<file path="src/rtl/async_fifo_wptr_full.sv">
// Write-side pointer and status stage of the async FIFO.
// Produces the Gray pointer that crosses domains, plus full/level/overflow.
module async_fifo_bin2gray #(
  parameter int SIGNAL_WIDTH = 5
) (
  input  logic [SIGNAL_WIDTH-1:0] bin,
  output logic [SIGNAL_WIDTH-1:0] gray
);
  assign gray = bin ^ (bin >> 1);
endmodule

module async_fifo_wptr_full #(
  parameter int ADDR_WIDTH   = 4,
  parameter int AFULL_THRESH = 12
) (
  input  logic                  clk,
  input  logic                  rst,
  input  logic                  wr_en,
  input  logic [ADDR_WIDTH:0]   rptr_gray_sync,
  output logic                  wr_accept,
  output logic [ADDR_WIDTH-1:0] waddr,
  output logic [ADDR_WIDTH:0]   wptr_bin,
  output logic [ADDR_WIDTH:0]   wptr_gray,
  output logic                  full,
  output logic                  almost_full,
  output logic [ADDR_WIDTH:0]   wr_level,
  output logic                  overflow
);
  localparam int PW = ADDR_WIDTH + 1;
  localparam logic [PW:0] AF_T = (PW+1)'(AFULL_THRESH);

  logic [PW-1:0] bin_next;
  logic [PW-1:0] gray_next;
  logic [PW-1:0] rbin_sync;
  logic [PW-1:0] level_next;
  logic [PW-1:0] full_cmp;

  assign wr_accept = wr_en & ~full;
  assign waddr     = wptr_bin[ADDR_WIDTH-1:0];
  assign bin_next  = wptr_bin + {{ADDR_WIDTH{1'b0}}, wr_accept};

  async_fifo_bin2gray #(
    .SIGNAL_WIDTH(PW)
  ) u_b2g (
    .bin  (bin_next),
    .gray (gray_next)
  );

  // Full when write pointer is one lap ahead: top two Gray bits inverted.
  generate
    if (ADDR_WIDTH == 1) begin : g_cmp1
      assign full_cmp = ~rptr_gray_sync;
    end else begin : g_cmpn
      assign full_cmp = {~rptr_gray_sync[PW-1:PW-2],
                         rptr_gray_sync[PW-3:0]};
    end
  endgenerate

  always_comb begin
    rbin_sync = '0;
    rbin_sync[PW-1] = rptr_gray_sync[PW-1];
    for (int i = PW - 2; i >= 0; i--) begin
      rbin_sync[i] = rbin_sync[i+1] ^ rptr_gray_sync[i];
    end
  end

  assign level_next = bin_next - rbin_sync;

  always_ff @(posedge clk or posedge rst) begin
    if (rst) begin
      wptr_bin    <= '0;
      wptr_gray   <= '0;
      full        <= 1'b0;
      almost_full <= 1'b0;
      wr_level    <= '0;
      overflow    <= 1'b0;
    end else begin
      wptr_bin    <= bin_next;
      wptr_gray   <= gray_next;
      full        <= (gray_next == full_cmp);
      almost_full <= ({1'b0, level_next} >= AF_T);
      wr_level    <= level_next;
      overflow    <= overflow | (wr_en & full);
    end
  end
endmodule
</file>
<file path="config.mk">
export PLATFORM = sky130hd
export DESIGN_NAME = async_fifo_wptr_full
export DESIGN_NICKNAME = d
export VERILOG_FILES = /design/src/rtl/async_fifo_wptr_full.sv
export SDC_FILE = /design/constraint.sdc
export NUM_CORES = 1
export LEC_CHECK = 0
export CAP_MARGIN = 40
export CORE_MARGIN = 5
export CORE_UTILIZATION = 48
export DETAILED_ROUTE_END_ITERATION = 10
export GPL_ROUTABILITY_DRIVEN = 0
export GPL_TIMING_DRIVEN = 0
export PLACE_DENSITY_LB_ADDON = 0.2
export SLEW_MARGIN = 20
export SYNTH_ARGS = -nofsm -noshare
export SYNTH_HDL_FRONTEND = slang
export SYNTH_HIERARCHICAL = 1
export SYNTH_SLANG_ARGS = --single-unit
</file>
<file path="constraint.sdc">
create_clock -name clk -period 4 [get_ports clk]
set_input_delay 0.4 -clock clk [delete_from_list [all_inputs] [get_ports clk]]
set_output_delay 0.4 -clock clk [all_outputs]
set_load 0.03 [all_outputs]
</file>
### Yosys cells after proc, flatten, opt, wreduce, memory -nomap -nowiden

Cells that the tools add are included.

| storage, ports and cells | value |
|---|---|
| output and inout bits | 23 |
| logic and storage cells | 20 |
| register bits | 18 |

| operators by class | value |
|---|---|
| equality and inequality tests | 1 |
| bitwise operators | 10 |
| magnitude comparators | 1 |
| add/sub/neg operators | 2 |

Operators by type and width:

| operator | count |
|---|---|
| adder 5 x 1 -> 5 bit | 1 |
| == test 5 bit | 1 |
| >= comparator 5 x 4 -> 1 bit, second input constant | 1 |
| subtractor 5 bit | 1 |
| XOR 5 x 4 -> 5 bit | 1 |
| XOR 1 bit | 4 |
| bitwise AND 1 bit | 2 |
| inverter 2 bit | 1 |
| inverter 1 bit | 1 |
| OR 1 bit | 1 |

### Depth between registers and ports, before layout

Gate-level depths: netlist of the first run.

| depth | value |
|---|---|
| depth after elaboration | 6 |
| mapped depth | 10 |
| gate-level depth less buffers | 10 |

### By module

The synthesis of the first run kept the hierarchy.

Modules (own cells, without submodules):

| module | instances | cells an instance | area each (um^2) |
|---|---|---|---|
| async_fifo_wptr_full | 1 | 73 | 899.6 |
| async_fifo_bin2gray | 1 | 5 | 42.5 |

### Least setup slack after synthesis of the first run

OpenSTA, ideal clock, no wires.

| path | value |
|---|---|
| path kind | flip-flop to flip-flop |
| start point | reg full |
| end point | reg almost_full |
| cell stages (with the launch flop) | 10 |
| clock period less this slack | 2.789 ns |
| path slack | 1.211 ns |
| required time | 3.867 ns |
| arrival | 2.656 ns |
| setup time | 0.133 ns |
| path buffers | 0 |
| path through | dfrtp_1 -> nor2b_1 -> ha_1 -> ha_1 -> xor2_1 -> ha_1 -> nor2b_1 -> o21ai_0 -> a21oi_1 -> nand4b_1 |

| between the ends | value |
|---|---|
| longest elaborated chain between the ends | 5 |

RTL lines:

| what | RTL line | source |
|---|---|---|
| start, declared | 24 | `output logic full,` |
| start signal, assigned | 80 | `full <= (gray_next == full_cmp);` |
| inverter 1 bit | 38 | `assign wr_accept = wr_en & ~full;` |
| bitwise AND 1 bit | 38 |  |
| via wr_accept | 20 | `output logic wr_accept,` |
| adder 5 x 1 -> 5 bit | 40 | `assign bin_next = wptr_bin + {{ADDR_WIDTH{1'b0}}, wr_accept};` |
| via bin_next[2] | 32 | `logic [PW-1:0] bin_next;` |
| subtractor 5 bit | 67 | `assign level_next = bin_next - rbin_sync;` |
| >= comparator 5 x 4 -> 1 bit | 81 | `almost_full <= ({1'b0, level_next} >= AF_T);` |
| end signal, assigned | 81 |  |
| end, declared | 25 | `output logic almost_full,` |

The timed path passes the listed nets, and every way through them passes these cells.

### Worst setup path after layout of the first run

| path | value |
|---|---|
| start point | in wr_en |
| end point | reg almost_full |

| between the ends | value |
|---|---|
| longest elaborated chain between the ends | 4 |

RTL lines:

| what | RTL line | source |
|---|---|---|
| start, declared | 18 | `input logic wr_en,` |
| bitwise AND 1 bit | 38 |  |
| adder 5 x 1 -> 5 bit | 40 |  |
| via bin_next[2] | 32 |  |
| subtractor 5 bit | 67 |  |
| >= comparator 5 x 4 -> 1 bit | 81 |  |

The timed path passes the listed nets, and every way through them passes these cells.

==> results of run 1 <==
through the flow:
stage          cell area [sq um]  setup WS, ns  hold WS [ns]   util  std cells
2_1_floorplan                942          1.21         0.339      -         78
3_3_place_gp                1280          1.03         0.438  0.664        135
3_5_place_dp                1280         0.926         0.444  0.664        135
4_1_cts                     1310          1.25         0.467  0.683        139
5_1_grt                     1310          1.13         0.484  0.683        139
6_report                    1310          1.26         0.460  0.683        139
sequential cells by signal, summed over array words and instances, names as in the netlist:
register and flops:
wptr_bin 5, wptr_gray 5, wr_level 5, almost_full 1, full 1, overflow 1
cells in the mapped netlist:
| library cell | number |
|---|---|
| nor3_1 | 2 |
| a21oi_1 | 2 |
| xor3_4 | 1 |
| nand4b_1 | 1 |
| nand2_1 | 1 |
| mux2i_1 | 1 |
| nand2b_1 | 1 |
| nor4_1 | 1 |
| dfrtp_1 | 18 |
| buf_4 | 5 |
| nor2_1 | 1 |
| a21o_1 | 2 |
| a31oi_1 | 1 |
| xor2_1 | 7 |
| nor2b_1 | 2 |
| inv_1 | 9 |
| xnor2_1 | 8 |
| nand3_1 | 4 |
| ha_1 | 6 |
| xnor2_2 | 1 |
| xor2_2 | 2 |
| fa_1 | 1 |
| o21ai_0 | 1 |
layer usage:
metal,vias up,routed length (um),track usage
li1,315,-,-
met1,308,651,0.141
met2,18,921,0.249
met3,4,101,0.0218
met4,0,38,0.0871
met5,-,0,0
worst min-delay path by stage:
stage | startpoint | endpoint | slack (ns) | cells after the start
4_1_cts | overflow$_DFF_PP0_ | overflow$_DFF_PP0_ | 0.47 | 1
5_1_grt | overflow$_DFF_PP0_ | overflow$_DFF_PP0_ | 0.48 | 1
6_report | overflow$_DFF_PP0_ | overflow$_DFF_PP0_ | 0.46 | 1
3_5_place_dp | overflow$_DFF_PP0_ | overflow$_DFF_PP0_ | 0.44 | 1
2_1_floorplan | rst | almost_full$_DFF_PP0_ | 0.34 | 1
3_3_place_gp | overflow$_DFF_PP0_ | overflow$_DFF_PP0_ | 0.44 | 1
cell type report:
| cell class | count | share of cell area |
|---|---|---|
| Tap cell | 27 | 0.0257 |
| Clock buffer | 4 | 0.0276 |
| Sequential cell | 18 | 0.343 |
| Multi-Input combinational cell | 46 | 0.320 |
| Timing Repair Buffer | 30 | 0.229 |
| Inverter | 9 | 0.0257 |
| Buffer | 5 | 0.0286 |
kinds of logic (layout without fill, tap and decap cells):
family,Yosys count,in the layout
XOR/XNOR,19,19
flip-flops,18,18
buffers and inverters,14,48
AND/OR/NAND/NOR,13,13
adder cells (fa/ha/maj),7,7
AO/OA/AOI/OAI,6,6
multiplexers,1,1
==> results.cfg, run 1 <==
[outcome]
status = finished clean

[setup_path]
cp.depth = 10
cp_top_family = adder cells
arrival_ns = 2.92
path_cells = clkdlybuf4s50_1 -> nor2b_1 -> ha_1 -> ha_1 -> xor2_1 -> ha_1 -> nor2b_1 -> o21ai_0 -> a21oi_1 -> nand4b_1
slowest_stage = clkdlybuf4s50_1
path_buf_inv = 1
rrSetupSlack_ns = 1.45
worstSetupStartpoint = wr_en
reg2reg_from = full$_DFF_PP0_
end_kind = register
crit_end = almost_full$_DFF_PP0_
cp_max_fo = 5
setup.worst_path.class = input port to register
reg2regPathDepth = 9
timing.rr.end = almost_full$_DFF_PP0_
path_common_cell = ha_1
crit_required_ns = 4.17
critPathLaunchType = input port
critPathMaxStageDelay_ns = 0.47

[synth]
ys_ff_latch = 18
syn_area_sq_um = 942
synthAdderAreaFrac = 0.101
seq_area_frac_synth = 0.478
synthesis.nets = 93
synth_top_area_cell = dfrtp_1
synth_top_area_frac = 0.478
synthCells = 78
synth.top_cells.by_area = dfrtp_1 48%, ha_1 8.0%, xnor2_1 7.4%, xor2_1 6.5%, buf_4 4.0%
ys_types = 23
synth_top_family_by_area = XOR/XNOR gates
synth_xor_area_frac = 0.220
synth-compound-area-share = 0.0385
avgSynthCellArea_sq_um = 12.1
synth.area.mux_share = 0.0106
yosysWarnings = 6
synth-simple-area-share = 0.0757

[cts]
clk_path_buf_depth = 2
worstSkewPairLatency_ns = 0.29
cts_root_buffer = clkbuf_4
postCtsHoldBufs = 0
h-tree-depth = 1
path_clk_slew_ns = 0.10
post_cts_buffers = 0
cts_tree = yes
clock-sinks = 18
cts_resized = 0
numCtsBuffers = 3

[floorplanning]
core_area_sq_um = 1920
io-pin-count = 31
dieArea_sq_um = 2950
initial_core_util = 0.490
die_h_um = 54.3
row_count = 16
die_x_um = 54.3

[global_routing]
grt_start_max_net_pins = 19
grt_usage = 0.136
grt_overflow_total = 0
antenna_found_initial = 0
grt_pass1_vias = 674
grt_pass1_wl_um = 2780

[drt]
post_drt_wl_per_cell_um = 12.3
drtAntennaViolNets = 0
first_pass_iters = 4
viasPerCell = 4.64
wl_um = 1710
dr_total_vias = 645
drt_iter0_drc = 1
drc = 0

[final_layout]
most-common-layout-cells = 30 x clkdlybuf4s50_1, 18 x dfrtp_1, 9 x inv_1, 8 x xnor2_1, 7 x xor2_1
area_delta_synth_final_pct = 39.3
seqCellArea_sq_um = 450
final_common_cell = clkdlybuf4s50_1
nNetsFinal = 128
fillers = 165
multiInputGateArea_sq_um = 420
diodes = 0
drive_gt1_frac = 0.116

[sta]
finalHoldViolCount = 0
period_needed_ns = 2.74
timing.fmax_mhz = 365
worstMarginPinSlew_ns = 0.654
rsz0062_at_grt = no
skew_ns = 0.00503
tns_ns = 0
final-setup-viol-count = 0
max-slew-margin-rel = 0.564
finalCritPeriodShare = 0.685
maxSlewViolCount = 0

[placed_design]
portBuffers = 30
dpl.hpwl_um = 1430

[job]
cap_violations = 0

[min_path]
worstHoldPathType = register to register
Power of run 1 is left out: the tool's default activity adds up to more than one toggle a clock period on the data nets, which glitch-free logic cannot reach.
==> run 2: changes to the inputs <==
--- a/config.mk
+++ b/config.mk
@@ -7,7 +7,7 @@
 export LEC_CHECK = 0
 export CAP_MARGIN = 40
 export CORE_MARGIN = 5
-export CORE_UTILIZATION = 48
+export CORE_UTILIZATION = 40
 export DETAILED_ROUTE_END_ITERATION = 10
 export GPL_ROUTABILITY_DRIVEN = 0
 export GPL_TIMING_DRIVEN = 0
==> constraint.sdc (replaced) <==
create_clock -name clk -period 2.3 [get_ports clk]
set_input_delay 0.23 -clock clk [delete_from_list [all_inputs] [get_ports clk]]
set_output_delay 0.23 -clock clk [all_outputs]
set_load 0.03 [all_outputs]
==> run 2 against run 1 <==
Non-clock buffer count is 3 higher. First-iteration DRC count rose to 3.0 times the previous value. Clock skew fell by 0.0016 ns. Worst hold slack got worse by 0.14 ns. Clock-buffer cell count unchanged. Routed wire length is 3.6% higher. Highest routed layer unchanged.
==> results.cfg, run 2 (synthesized netlist as in run 1, its figures left out) <==
[final_layout]
multiInputGateArea_sq_um = 484
reg_top3 = wptr_bin x5, wptr_gray x5, wr_level x5
final_core_util = 0.623
drive_gt1_frac = 0.217
diodes = 0
most-common-layout-cells = 27 x clkdlybuf4s50_1, 17 x dfrtp_1, 9 x inv_1, 8 x buf_4
seqCellArea_sq_um = 452
nNetsFinal = 131
final_common_cell = clkdlybuf4s50_1
final_area_sq_um = 1390
fillers = 194
area_delta_synth_final_pct = 47.7

[cts]
cts_root_buffer = clkbuf_4
numCtsBuffers = 3
worstSkewPairLatency_ns = 0.30
cts_tree = yes
clk_path_buf_depth = 2
clock-sinks = 18
postCtsHoldBufs = 0
h-tree-depth = 1
path_clk_slew_ns = 0.10

[floorplanning]
row_count = 17
die_x_um = 58.5
core_area_sq_um = 2230
initial_core_util = 0.422
die_h_um = 58.5
io-pin-count = 31
dieArea_sq_um = 3430

[sta]
finalHoldViolCount = 0
finalCritPeriodShare = 0.950
timing.fmax_mhz = 458
maxSlewViolCount = 0
whs_ns = 0.323
max-slew-margin-rel = 0.550
rsz0062_at_grt = yes
period_needed_ns = 2.19
final-setup-viol-count = 0
skew_ns = 0.00340
worstMarginPinSlew_ns = 0.674

[drt]
viasPerCell = 4.56
drtAntennaViolNets = 0
drc = 0
wl_um = 1770
dr_total_vias = 652
first_pass_iters = 4
drt_iter0_drc = 3
post_drt_wl_per_cell_um = 12.4

[global_routing]
grt_usage = 0.120
grt_overflow_total = 0
grt_pass1_wl_um = 3040
grt_start_max_net_pins = 19
grt_pass1_vias = 720
antenna_found_initial = 0

[placed_design]
dpl-instance-area_sq_um = 1310
portBuffers = 30
dpl.hpwl_um = 1360

[setup_path]
setup.worst_path.class = input port to register
timing.rr.end = almost_full$_DFF_PP0_
reg2reg_from = full$_DFF_PP0_
critPathLaunchType = input port
rrSetupSlack_ns = 0.15
end_kind = register
crit_required_ns = 2.54
cp_max_fo = 4
worstSetupStartpoint = rptr_gray_sync[4]
arrival_ns = 2.42
reg2regPathDepth = 9

[outcome]
status = finished clean

[min_path]
worstHoldPathType = input port to async pin

[job]
cap_violations = 0
-- run 2: cell count changes in the layout (fill, tap and decap cells not counted), sizes merged --
cell           change
dlygate4sd2        +2
dlymetal6s2s       +1
buf                +3
clkdlybuf4s50      -3
-- run 2: worst max-delay path: stages --
cell           delay, ns
dlygate4sd2_1       0.28
xnor2_2             0.24
xor2_2              0.27
xor2_2              0.19
xnor2_1             0.08
ha_1                0.21
fa_2                0.39
nor2b_1             0.13
o21ai_1             0.08
a21oi_1             0.17
nand4b_1            0.13
-- run 2: layer usage --
metal,routed length (um),vias up,track usage
met3,153,7,0.0395
met5,0,-,0
met1,723,299,0.123
met2,827,28,0.199
li1,-,318,-
met4,69,0,0.0960
-- run 2: final cells by class --
class	instances	area share
multi-input cells	46	0.348
clock buffers	4	0.0189
well taps	28	0.0252
inverters	9	0.0243
plain buffers	5	0.0270
flip-flops and latches	18	0.325
repair buffers	33	0.232
-- run 2: worst max path at each step --
stage	endpoint
global placement	almost_full$_DFF_PP0_
global route	almost_full$_DFF_PP0_
CTS	almost_full$_DFF_PP0_
finish	almost_full$_DFF_PP0_
detailed placement	almost_full$_DFF_PP0_
floorplan	almost_full$_DFF_PP0_
-- run 2: repair_timing --
item                       4_1_cts  5_1_grt
setup endpoints to repair        2        3
resized for setup                3        6
pin swaps                        4        7
buffers inserted                 2        1
-- run 2: per-stage QoR --
| step | setup WS [ns] | setup TNS, ns | instances |
|---|---|---|---|
| after floorplan | 0.0126 | 0 | 78 |
| after global placement | -0.518 | -1.61 | 136 |
| after detailed placement | -0.533 | -1.71 | 136 |
| after CTS | 0.0695 | 0 | 142 |
| after global routing | -0.0143 | -0.0143 | 143 |
| final | 0.115 | 0 | 143 |
Power of run 2 is left out for the same reason.
